==> src/rtl/comp_sched_pkg.sv <==
// comp_sched_pkg: shared types and constants for the compression-unit job
// scheduler.
//   state_t        : scheduler FSM states
//   DC_ENC/DC_DEC  : op-select bit positions inside a 24-bit descriptor
//   CAP_ENC/CAP_DEC: matching bit positions inside the datapath capability mask
//   op_ok()        : true when a descriptor selects exactly one op and the
//                    datapath advertises that op
package comp_sched_pkg;

   typedef enum logic [2:0] {
      ST_IDLE,
      ST_RST,
      ST_RUN,
      ST_ABORT,
      ST_DONE
   } state_t;

   localparam int DC_W    = 24;
   localparam int CAP_W   = 8;
   localparam int DC_ENC  = 5;
   localparam int DC_DEC  = 6;
   localparam int CAP_ENC = 5;
   localparam int CAP_DEC = 6;

   function automatic logic op_ok(input logic [DC_W-1:0] dc, input logic [CAP_W-1:0] cap);
      logic one_hot;
      logic supported;
      one_hot   = dc[DC_ENC] ^ dc[DC_DEC];
      supported = (dc[DC_ENC] & cap[CAP_ENC]) | (dc[DC_DEC] & cap[CAP_DEC]);
      return one_hot & supported;
   endfunction

endpackage

==> src/rtl/comp_sched_rr_arb2.sv <==
// rr_arb2: two-way round-robin arbiter.
//   clk     in  : clock
//   rst_n   in  : synchronous active-low reset
//   req     in 2: request vector
//   advance in  : record the current grant as the last-served requester
//   gnt     out 2: one-hot grant (combinational from req and the pointer)
// The pointer resets to "requester 1 served last" so requester 0 wins the
// first contested grant.
module rr_arb2 (
   input  logic       clk,
   input  logic       rst_n,
   input  logic [1:0] req,
   input  logic       advance,
   output logic [1:0] gnt
);

   logic last_reg;   // 1: requester 1 was served last

   always_comb begin
      gnt = req;
      if (req == 2'b11) begin
         gnt = last_reg ? 2'b01 : 2'b10;
      end
   end

   always_ff @(posedge clk) begin
      if (!rst_n) begin
         last_reg <= 1'b1;
      end else if (advance && (gnt != 2'b00)) begin
         last_reg <= gnt[1];
      end
   end

endmodule

==> src/rtl/comp_sched.sv <==
// comp_sched: job scheduler in front of the compression datapath.
// Arbitrates two requesters round-robin, checks the requested op against the
// datapath capability mask, then sequences reset pulse, enable window, end
// detection and timeout abort, and reports per-requester completion/error.
// Ports:
//   wb_clk_i, wb_rst_n      : clock, synchronous active-low reset
//   req_i[1:0]              : level job requests, held until ack_o
//   req_dc0_i, req_dc1_i    : 24-bit descriptors for requester 0/1
//   timeout_cyc_i           : max RUN cycles (0 = no timeout), sampled at grant
//   ack_o, done_o, err_o    : one-cycle one-hot pulses per requester
//   busy_o                  : scheduler not idle
//   m_reset, m_enable, m_dc : datapath control and descriptor
//   m_endn, m_cap           : datapath end (active-low) and capability mask
// All outputs are registered.
module comp_sched
   import comp_sched_pkg::*;
#(
   parameter int RST_CYC = 4,
   parameter int TO_W    = 20
) (
   input  logic              wb_clk_i,
   input  logic              wb_rst_n,
   input  logic [1:0]        req_i,
   input  logic [DC_W-1:0]   req_dc0_i,
   input  logic [DC_W-1:0]   req_dc1_i,
   input  logic [TO_W-1:0]   timeout_cyc_i,
   output logic [1:0]        ack_o,
   output logic [1:0]        done_o,
   output logic [1:0]        err_o,
   output logic              busy_o,
   output logic              m_reset,
   output logic              m_enable,
   output logic [DC_W-1:0]   m_dc,
   input  logic              m_endn,
   input  logic [CAP_W-1:0]  m_cap
);

   localparam int RC_W = 4;
   localparam logic [RC_W-1:0] RC_LAST = RC_W'(RST_CYC - 1);
   localparam logic [TO_W-1:0] TO_ONE  = TO_W'(1);

   state_t            state_reg;
   logic [RC_W-1:0]   rst_cnt_reg;
   logic [TO_W-1:0]   to_cnt_reg;
   logic [TO_W-1:0]   to_lim_reg;
   logic [1:0]        owner_reg;
   logic              rej_reg;     // rejected job waiting for its done pulse

   logic [1:0]        gnt;
   logic [DC_W-1:0]   gnt_dc;
   logic              advance;
   logic              rst_last;
   logic [TO_W-1:0]   to_inc;

   // The pointer moves at grant time; the next grant cannot happen before
   // DONE has returned to IDLE, so this is equivalent to updating it in DONE.
   assign advance  = (state_reg == ST_IDLE);
   assign gnt_dc   = gnt[1] ? req_dc1_i : req_dc0_i;
   assign rst_last = (rst_cnt_reg == RC_LAST);
   // Saturating increment so a huge timeout never sees a wrapped count.
   assign to_inc   = (&to_cnt_reg) ? to_cnt_reg : to_cnt_reg + TO_ONE;

   rr_arb2 u_arb (
      .clk     (wb_clk_i),
      .rst_n   (wb_rst_n),
      .req     (req_i),
      .advance (advance),
      .gnt     (gnt)
   );

   always_ff @(posedge wb_clk_i) begin
      if (!wb_rst_n) begin
         state_reg   <= ST_IDLE;
         ack_o       <= 2'b00;
         done_o      <= 2'b00;
         err_o       <= 2'b00;
         busy_o      <= 1'b0;
         m_reset     <= 1'b1;   // keeps the datapath flushed while in reset
         m_enable    <= 1'b0;
         m_dc        <= '0;
         rst_cnt_reg <= '0;
         to_cnt_reg  <= '0;
         to_lim_reg  <= '0;
         owner_reg   <= 2'b00;
         rej_reg     <= 1'b0;
      end else begin
         ack_o  <= 2'b00;
         done_o <= 2'b00;
         err_o  <= 2'b00;
         case (state_reg)
            ST_IDLE: begin
               m_reset  <= 1'b0;
               m_enable <= 1'b0;
               if (gnt != 2'b00) begin
                  ack_o       <= gnt;
                  owner_reg   <= gnt;
                  busy_o      <= 1'b1;
                  m_dc        <= gnt_dc;
                  to_lim_reg  <= timeout_cyc_i;
                  rst_cnt_reg <= '0;
                  if (op_ok(gnt_dc, m_cap)) begin
                     state_reg <= ST_RST;
                     m_reset   <= 1'b1;
                     rej_reg   <= 1'b0;
                  end else begin
                     // Datapath untouched; DONE issues the error pulse.
                     state_reg <= ST_DONE;
                     rej_reg   <= 1'b1;
                  end
               end
            end
            ST_RST: begin
               if (rst_last) begin
                  state_reg  <= ST_RUN;
                  m_reset    <= 1'b0;
                  m_enable   <= 1'b1;
                  to_cnt_reg <= '0;
               end else begin
                  rst_cnt_reg <= rst_cnt_reg + 1'b1;
               end
            end
            ST_RUN: begin
               // End takes priority over a coincident timeout.
               if (!m_endn) begin
                  state_reg <= ST_DONE;
                  m_enable  <= 1'b0;
                  done_o    <= owner_reg;
               end else if ((to_lim_reg != '0) && (to_inc == to_lim_reg)) begin
                  state_reg   <= ST_ABORT;
                  m_enable    <= 1'b0;
                  m_reset     <= 1'b1;
                  rst_cnt_reg <= '0;
               end else begin
                  to_cnt_reg <= to_inc;
               end
            end
            ST_ABORT: begin
               if (rst_last) begin
                  state_reg <= ST_DONE;
                  m_reset   <= 1'b0;
                  done_o    <= owner_reg;
                  err_o     <= owner_reg;
               end else begin
                  rst_cnt_reg <= rst_cnt_reg + 1'b1;
               end
            end
            ST_DONE: begin
               if (rej_reg) begin
                  rej_reg <= 1'b0;
                  done_o  <= owner_reg;
                  err_o   <= owner_reg;
               end else begin
                  state_reg <= ST_IDLE;
                  busy_o    <= 1'b0;
                  m_dc      <= '0;
                  owner_reg <= 2'b00;
               end
            end
            default: begin
               state_reg <= ST_IDLE;
            end
         endcase
      end
   end

endmodule
==> config.mk <==
export PLATFORM = sky130hd
export DESIGN_NAME = comp_sched
export DESIGN_NICKNAME = d
export VERILOG_FILES = /design/src/rtl/comp_sched_pkg.sv /design/src/rtl/comp_sched_rr_arb2.sv /design/src/rtl/comp_sched.sv
export SDC_FILE = /design/constraint.sdc
export NUM_CORES = 1
export LEC_CHECK = 0
export CORE_ASPECT_RATIO = 0.7
export CORE_MARGIN = 5
export CORE_UTILIZATION = 35
export CTS_BUF_LIST = sky130_fd_sc_hd__clkbuf_4
export CTS_CLUSTER_SIZE = 40
export DETAILED_ROUTE_END_ITERATION = 7
export PLACE_DENSITY = 0.56
export RECOVER_POWER = 25
export SKIP_CTS_REPAIR_TIMING = 1
export SYNTH_ARGS = -nofsm -noshare
export SYNTH_HDL_FRONTEND = slang
export SYNTH_SLANG_ARGS = --single-unit
==> constraint.sdc <==
create_clock -name wb_clk_i -period 4 [get_ports wb_clk_i]
set_clock_uncertainty 0.15 [all_clocks]
set_input_delay 0.8 -clock wb_clk_i [delete_from_list [all_inputs] [get_ports wb_clk_i]]
set_output_delay 0.8 -clock wb_clk_i [all_outputs]
set_load 0.01 [all_outputs]
==> Word-level counts from Yosys, hierarchy flattened <==
Cells that the tools add are included.
{ "word_totals": {"regBits": 84, "in_bits": 81, "out_inout_bits": 33, "word_cells": 105} }
{ "classes": {"add_sub_neg": 2, "n_eq_ne": 17, "mux": 47, "n_bitwise": 5, "n_reduce_logical": 20} }
{ "ops": {"columns": ["op", "n"], "rows": [
  ["20-bit two-way mux", 4],
  ["24-bit two-way mux", 3],
  ["24-bit one-hot mux with 2 select lines", 1],
  ["20-bit one-hot mux with 2 select lines", 1],
  ["3-bit two-way mux", 7],
  ["20-bit by 1-bit adder with 20-bit output, second input constant", 1],
  ["20-bit equality test", 1],
  ["20-bit AND reduction", 1],
  ["20-bit nonzero test", 1],
  ["4-bit two-way mux", 4],
  ["2-bit inequality test, second input constant", 8],
  ["3-bit one-hot mux with 5 select lines", 1],
  ["1-bit two-way mux", 12],
  ["2-bit two-way mux", 6],
  ["4-bit one-hot mux with 3 select lines", 1],
  ["5-bit AND reduction", 2],
  ["3-bit AND reduction", 3],
  ["2-bit one-hot mux with 2 select lines", 2],
  ["4-bit AND reduction", 2],
  ["3-bit by 2-bit equality test with 1-bit output, second input constant", 2],
  ["1-bit one-hot mux with 3 select lines", 2],
  ["2-bit one-hot mux with 3 select lines", 1],
  ["2-bit nonzero test", 3],
  ["3-bit nonzero test", 2],
  ["other kinds (15)", 20]
]} }

==> Depth between registers and ports, before layout <==
Gate-level depths: netlist of the first run.
{ "depth": {"depth_word": 9, "mapped_depth": 14, "mapped_depth_nobuf": 10} }

==> Cells and area by module <==
Synthesis of the first run repeated with hierarchy kept, for this count alone.
{ "unflattened": {"cells_unflattened": 576, "area_unflattened_um2": 4707.0} }
{ "by_module_without_submodules": {"columns": ["mod", "instances", "cells_per_inst", "area_each_um2", "seq_area_each_um2"], "rows": [
  ["comp_sched", 1, 569, 4648.2, 1661.6],
  ["rr_arb2", 1, 7, 58.8, 20.0]
]} }

==> Least setup slack after synthesis of the first run <==
Ideal clock, no wire load.
{ "synth_path": {"kind": "reg2reg", "from": "reg to_cnt_reg[0]", "to": "reg rst_cnt_reg[3]", "setup_ps": 116, "t_arrival_ps": 2862, "required_ps": 3734, "slack_ps": 872, "stages_incl_launch_ff": 11, "n_path_buf": 0, "synth_period_minus_slack_ps": 3128, "cell_sequence": "dfxtp_1 > ha_1 > nand4_1 > nor4_1 > o2111ai_1 > a21oi_1 > o2111ai_1 > a211o_1 > or2_1 > a211o_1 > o211a_1"} }
{ "synth_via": {"elab_chain_cells": 6, "elab_cells_between_ends": 7, "cone_classes": "add/sub (1); eq/ne (2); mux (1); reduce/logical (3)"} }
{ "synth_rtl": {"columns": ["element", "line", "source"], "rows": [
  ["start: declaration", "comp_sched.sv:44", "logic [TO_W-1:0] to_cnt_reg;"],
  ["start signal: assignment", "comp_sched.sv:134", "to_cnt_reg <= to_inc;"],
  ["20-bit by 1-bit adder with 20-bit output or 20-bit AND reduction (tied branches)", "comp_sched.sv:61", "assign to_inc = (&to_cnt_reg) ? to_cnt_reg : to_cnt_reg + TO_ONE;"],
  ["20-bit two-way mux (*)", "comp_sched.sv:61", null],
  ["20-bit equality test (*)", "comp_sched.sv:128", "end else if ((to_lim_reg != '0) && (to_inc == to_lim_reg)) begin"],
  ["1-bit logical AND (*)", "comp_sched.sv:128", null],
  ["2-bit inequality test (no line) (*)", null, null],
  ["5-bit AND reduction (no line) (*)", null, null],
  ["end signal: assignment", "comp_sched.sv:119", "rst_cnt_reg <= rst_cnt_reg + 1'b1;"],
  ["end signal: assignment", "comp_sched.sv:144", "rst_cnt_reg <= rst_cnt_reg + 1'b1;"],
  ["end: declaration", "comp_sched.sv:43", "logic [RC_W-1:0] rst_cnt_reg;"]
]} }
Every way passes the cells marked *; elsewhere a longest branch is shown, timed or not.
A chain may end at the register's enable or synchronous reset.

==> Final worst setup path of the first run <==
Same ends and word-level chain as after synthesis.

==> reports/results.tsv, run 1 <==
stage	metric	value	unit
run_status	status	finished, final reports clean	
setup_path	reg2reg end	rst_cnt_reg[3]$_SDFFE_PN0P_	
final_layout	max FFs per register	24	
final_layout	area grow syn2layout	28.5	%
setup_path	slowest stage delay, CP	0.49	ns
synthesis	sequential share of the synthesized area	33.2	%
placement	placed cell area	0.00638	sq mm
sta	Setup violations, final	0	
min_path	WHS Endpoint	owner_reg[1]$_SDFFE_PN0P_	
setup_path	worst-path cell chain	ha_1, nand4_1, nor2_2, buf_4, a21oi_1, a211o_1, nor4_1, nand4_2, or2_1, a211o_1, o211a_1	
sta	final hold viol count	0	
setup_path	Worst EP arrival	3.98	ns
global_routing	vias in the first global route	5265	
synthesis	YS warnings	0	
power	Leak Pwr	2.38	nW
setup_path	r2r setup slk	0.22	ns
setup_path	kind of critical path	reg -> reg	
detailed_routing	ANT nets after route	0	
global_routing	Overall Global Routing Usage	20.6	%
placement	PortBufs	107	
floorplanning	Die ar.	0.0170	sq mm
setup_path	worst-case reg-to-reg path depth	11	
floorplanning	core area	0.0141	sq mm
detailed_routing	drt pass-1 iters	5	
clocking	CTS tree	built	
detailed_routing	average wire per standard cell	18.4	um
synthesis	post-synthesis net count	756	
final_layout	Final Net Count	849	
final_layout	post-layout util	46.4	%
synthesis	mean post-synth cell area	7.54	sq um
power	power per cell area	373	mW/mm^2
clocking	clk sinks	84	
setup_path	delay-heaviest family, CP	simple AND/OR/NAND/NOR gates	
clocking	CTS Buf Count	9	
sta	final setup margin	0.218	ns
detailed_routing	Iter 0 DRT Violations	429	
sta	Final Critical Period	3.78	ns
sta	RSZ-0062 raised after global routing	no	
floorplanning	I/O pin cnt	114	
placement	routability-driven placement congestion ratio	0.977	
placement	setup slack at placement	0.267	ns
global_routing	global-route wire length before repair	28600	um
final_layout	Final Cell Area	0.00652	sq mm
global_routing	gr ovfl total	0	
synthesis	synthesized instance count	673	
setup_path	RR Startpoint	to_cnt_reg[0]$_SDFFE_PN0P_	
detailed_routing	vias per std cell	5.59	
flow_run	Max-cap violations	0	
min_path	Hold Path Class	reg -> reg	
global_routing	antenna violations before repair	0	
clocking	H-tree Lvls	3	
sta	Fmax achieved	264	MHz
synthesis	number of synthesized flops with an enable pin	0	
setup_path	Worst Path Required	4.19	ns
floorplanning	die width	154	um
setup_path	crit path buf inv count	1	
synthesis	Netlist cell types	67	
setup_path	CP Capture Type	flop	
min_path	worst hold start	owner_reg[1]$_SDFFE_PN0P_	
synthesis	#FFs+latches synth	84	
setup_path	Most Frequent Cell on Critical Path	a211o_1	
min_path	hold path depth	2	
final_layout	share of cells above drive strength 1	7.65	%
synthesis	ys flop type	dfxtp_1	
placement	HPWL Detailed	13400	um
detailed_routing	vias	5371	
clocking	CTS max path bufs	2	
floorplanning	Site Rows	36	
setup_path	critical path startpoint category	flop	
sta	Final Max Tran Viols	0	
sta	Slew HR	31.4	%
floorplanning	Initial Utilization	36.1	%
final_layout	Antenna Cells	0	
setup_path	worst-path maximum fanout	8	
clocking	Worst-Skew Late Latency	0.46	ns
final_layout	Fill cells	1378	
synthesis	share of async-settable or async-resettable flops after synthesis	0	%
global_routing	largest net degree at the start of global routing	45	
sta	setup_tns	0	ns
sta	measured slew at the worst slew-check pin	1.03	ns
power	VDD IR-drop max	229	uV
detailed_routing	final WL	17600	um
clocking	clock transition at the registers of the reported paths	0.13	ns
sta	Period Utilization, post-route	94.6	%
clocking	clock root buffer master	clkbuf_4	
setup_path	slowest cell on the critical path	dfxtp_1	
floorplanning	Die Y	111	um
detailed_routing	Post-route DRC	0	
synthesis	area of the mapped netlist	0.00507	sq mm
[worst max-delay path by stage]
stage / from / end / depth (start not counted)
floorplan: to_cnt_reg[0]$_SDFFE_PN0P_ / rst_cnt_reg[3]$_SDFFE_PN0P_ / 10
global placement: to_cnt_reg[9]$_SDFFE_PN0P_ / rst_cnt_reg[3]$_SDFFE_PN0P_ / 10
detailed placement: to_cnt_reg[0]$_SDFFE_PN0P_ / rst_cnt_reg[3]$_SDFFE_PN0P_ / 11
CTS: to_cnt_reg[0]$_SDFFE_PN0P_ / rst_cnt_reg[3]$_SDFFE_PN0P_ / 11
global route: to_cnt_reg[0]$_SDFFE_PN0P_ / rst_cnt_reg[3]$_SDFFE_PN0P_ / 11
finish: to_cnt_reg[0]$_SDFFE_PN0P_ / rst_cnt_reg[3]$_SDFFE_PN0P_ / 11
[cells in the mapped netlist (5+ instances only)]
cell / count / share of area, %
nand4_1: 14 / 1.7
a31oi_1: 10 / 1.2
dfxtp_1: 84 / 33
nor2_1: 29 / 2.1
nand2_1: 131 / 9.7
nor2b_1: 32 / 3.9
and2_1: 11 / 1.4
nand3_1: 24 / 2.4
and4_1: 5 / 0.86
nor4_1: 12 / 1.5
xnor2_1: 16 / 2.8
o221a_1: 15 / 3.3
xor2_1: 5 / 0.86
and3_1: 11 / 1.4
inv_1: 8 / 0.59
mux2i_1: 5 / 0.99
a21oi_1: 70 / 6.9
a21boi_0: 26 / 3.8
buf_2: 11 / 1.1
clkbuf_1: 38 / 2.8
nor3_1: 18 / 1.8
o21ai_0: 17 / 1.7
[cells in the final DEF (no fill, tap or decap), types with 14 or more instances in the layout]
master	instances
nand2_1	131
nand3_1	24
nand4_1	14
a21oi_1	70
o21ai_0	17
dfxtp_1	84
xnor2_1	16
buf_4	25
o221a_1	15
nor2_1	28
nor2b_1	32
nor3_1	18
clkdlybuf4s50_1	93
a21boi_0	26
[cell families after synthesis]
family                   share of synthesized area [%]
AO/OA/AOI/OAI                                     25.6
XOR/XNOR                                          3.63
adder cells (fa/ha/maj)                          0.493
buffers and inverters                             5.08
flip-flops                                        33.2
multiplexers                                      1.43
AND/OR/NAND/NOR                                   30.6
[tightest hold or removal path, stage by stage, from the launching register on]
cell	delay (ns)
dfxtp_1	0.34
nand2_1	0.05
a21boi_0	0.07
[through the flow]
step           hold WS [ns]  std cells  power, mW
2_1_floorplan         0.294        673       1.59
3_3_place_gp          0.314        945       1.94
3_5_place_dp          0.321        945       1.95
4_1_cts               0.343        961       2.48
5_1_grt               0.362        961       2.61
6_report              0.344        961       2.43
[routing by layer]
metal	vias to the layer above	track usage, %	part of all wire, %
met5	-	0	0
met4	0	3.65	0.94
met3	19	7.80	11
met2	218	28.7	40
met1	2527	30.4	49
li1	2607	-	-
[final cells by class]
cell class                      instances  area, sq um  share of cell area [%]
Inverter                                8         30.0                   0.461
Timing Repair Buffer                  135         1280                    19.7
Clock buffer                           12         90.1                    1.38
Clock inverter                          4         50.0                   0.768
Multi-Input combinational cell        528         3140                    48.3
Tap cell                              190          238                    3.65
Sequential cell                        84         1680                    25.8
[power breakdown]
| part | internal, mW | switching, mW | total, mW |
|---|---|---|---|
| logic | 0.378 | 0.455 | 0.834 |
| clock network | 0.211 | 0.302 | 0.513 |
| registers | 0.953 | 0.132 | 1.08 |
Note: power is estimated with default switching activity, not from simulation.
==> run 2: changes to the inputs <==
- PLACE_DENSITY: 0.56 -> unset
- SETUP_SLACK_MARGIN: unset -> 0.05
- SLEW_MARGIN: unset -> 20
==> run 2 against run 1 <==
  * Hold slack lost 0.0039 ns
  * First-iteration DRC count up 10%
  * Design area is 0.71% higher
  * Worst setup slack better by 0.071 ns
  * Via count hardly changed
  * The flow now finishes with violations (capacitance limit, slew limit)
==> reports/results.tsv, run 2 (synthesis results as in run 1) <==
stage	metric	value	unit
floorplanning	Initial Utilization	36.1	%
sta	Final Max Tran Viols	85	
power	combinational share of power	34.0	%
final_layout	most frequent cells in the layout	nand2_1, clkdlybuf4s50_1, dfxtp_1	
placement	HPWL Detailed	13200	um
final_layout	Final Cell Area	0.00656	sq mm
clocking	clock transition at the registers of the reported paths	0.13	ns
detailed_routing	Iter 0 DRT Violations	474	
final_layout	max FFs per register	24	
power	Switch Pwr	0.913	mW
clocking	CTS max path bufs	2	
setup_path	Worst Path Required	4.20	ns
placement	PortBufs	107	
clocking	CTS Buf Count	9	
global_routing	largest net degree at the start of global routing	45	
sta	Fmax achieved	269	MHz
power	VDD IR-drop max	202	uV
power	power per cell area	375	mW/mm^2
setup_path	reg2reg end	rst_cnt_reg[3]$_SDFFE_PN0P_	
run_status	failing checks	capacitance limit, slew limit	
min_path	Hold Path Class	reg -> reg	
sta	Slew HR	-29.0	%
detailed_routing	vias per std cell	5.55	
global_routing	vias in the first global route	5101	
detailed_routing	ANT nets after route	0	
setup_path	RR Startpoint	to_cnt_reg[1]$_SDFFE_PN0P_	
setup_path	worst-case reg-to-reg path depth	10	
detailed_routing	vias	5370	
placement	placed cell area	0.00643	sq mm
final_layout	commonest non-fill, non-tap cell in the layout	nand2_1	
setup_path	Setup crit end	rst_cnt_reg[3]$_SDFFE_PN0P_	
power	sw frac	37.1	%
placement	setup slack at placement	0.364	ns
min_path	worst hold start	rst_cnt_reg[1]$_SDFFE_PN0P_	
final_layout	post-layout util	46.7	%
detailed_routing	average wire per standard cell	18.2	um
setup_path	kind of critical path	reg -> reg	
sta	final setup margin	0.289	ns
power	Leak Pwr	2.39	nW
sta	setup_tns	0	ns
floorplanning	die width	154	um
power	Internal	1.55	mW
setup_path	critical path startpoint category	flop	
flow_run	Max-cap violations	2	
detailed_routing	Post-route DRC	0	
floorplanning	Die ar.	0.0170	sq mm
sta	Final Critical Period	3.71	ns
placement	routability-driven placement congestion ratio	0.973	
global_routing	antenna violations before repair	0	
clocking	clk sinks	84	
power	Sequential Power Share	44.5	%
global_routing	Overall Global Routing Usage	20.2	%
sta	measured slew at the worst slew-check pin	1.93	ns
detailed_routing	final WL	17600	um
final_layout	share of cells above drive strength 1	7.97	%
floorplanning	Die Y	111	um
power	clock share of power	21.5	%
clocking	H-tree Lvls	3	
final_layout	Fill cells	1393	
setup_path	CP Capture Type	flop	
sta	RSZ-0062 raised after global routing	no	
sta	final hold viol count	0	
final_layout	Final Net Count	856	
final_layout	Antenna Cells	0	
floorplanning	Site Rows	36	
clocking	clock root buffer master	clkbuf_4	
global_routing	gr ovfl total	0	
final_layout	area grow syn2layout	29.4	%
global_routing	global-route wire length before repair	28100	um
setup_path	worst-path maximum fanout	8	
sta	Setup violations, final	0	
setup_path	r2r setup slk	0.29	ns
setup_path	Worst EP arrival	3.91	ns
sta	Period Utilization, post-route	92.8	%
floorplanning	I/O pin cnt	114	
detailed_routing	drt pass-1 iters	5	
clocking	Worst-Skew Late Latency	0.46	ns
floorplanning	core area	0.0141	sq mm
clocking	CTS tree	built	
run_status	status	finished with violations	
setup_path	critical path startpoint	to_cnt_reg[1]$_SDFFE_PN0P_	
-- run 2: routing by layer --
metal	wire length (um)	share of wire, %	global-route usage (%)	up-vias
met1	8670	49	31.3	2523
met3	1610	9.2	4.33	24
met2	7090	40	28.6	204
met4	210	1.2	4.18	0
met5	0	0	0	-
li1	-	-	-	2619
-- run 2: power groups by stage --
stage                     registers, mW  clock network (mW)  logic [mW]
after CTS                          1.09               0.548       0.845
after floorplan                    1.07                   0       0.520
after global placement             1.10                   0       0.832
after global routing               1.11               0.582       0.936
after detailed placement           1.11                   0       0.841
final                              1.09               0.529       0.835
-- run 2: per-stage QoR --
step,power [mW],hold slack [ns],std cells
finish,2.46,0.340,968
detailed placement,1.95,0.325,952
floorplan,1.59,0.294,673
global placement,1.94,0.316,952
CTS,2.49,0.346,968
global route,2.63,0.370,968
-- run 2: worst max-delay path: stages, from the launching register on --
cell	delay, ns
dfxtp_1	0.52
ha_1	0.34
and4_1	0.37
nand2_1	0.25
o211a_1	0.28
a31o_1	0.19
nor4_2	0.36
nand4_2	0.24
or2_1	0.32
a211o_1	0.36
o211a_1	0.24
-- run 2: how the worst min path moves through the flow --
stage                                  end  slack, ns  cells after the start
2_1_floorplan         done_o[1]$_SDFF_PN0_       0.29                      1
3_3_place_gp   rst_cnt_reg[1]$_SDFFE_PN0P_       0.32                      2
3_5_place_dp          done_o[0]$_SDFF_PN0_       0.33                      1
4_1_cts        rst_cnt_reg[1]$_SDFFE_PN0P_       0.35                      2
5_1_grt        rst_cnt_reg[1]$_SDFFE_PN0P_       0.37                      2
6_report       rst_cnt_reg[1]$_SDFFE_PN0P_       0.34                      2
-- run 2: area by class of cell --
type | instances | area, sq um | area share, %
Timing Repair Buffer | 142 | 1330 | 20.2
Sequential cell | 84 | 1680 | 25.6
Clock inverter | 5 | 61.3 | 0.934
Clock buffer | 11 | 82.6 | 1.26
Inverter | 8 | 30.0 | 0.458
Multi-Input combinational cell | 528 | 3140 | 47.9
Tap cell | 190 | 238 | 3.62
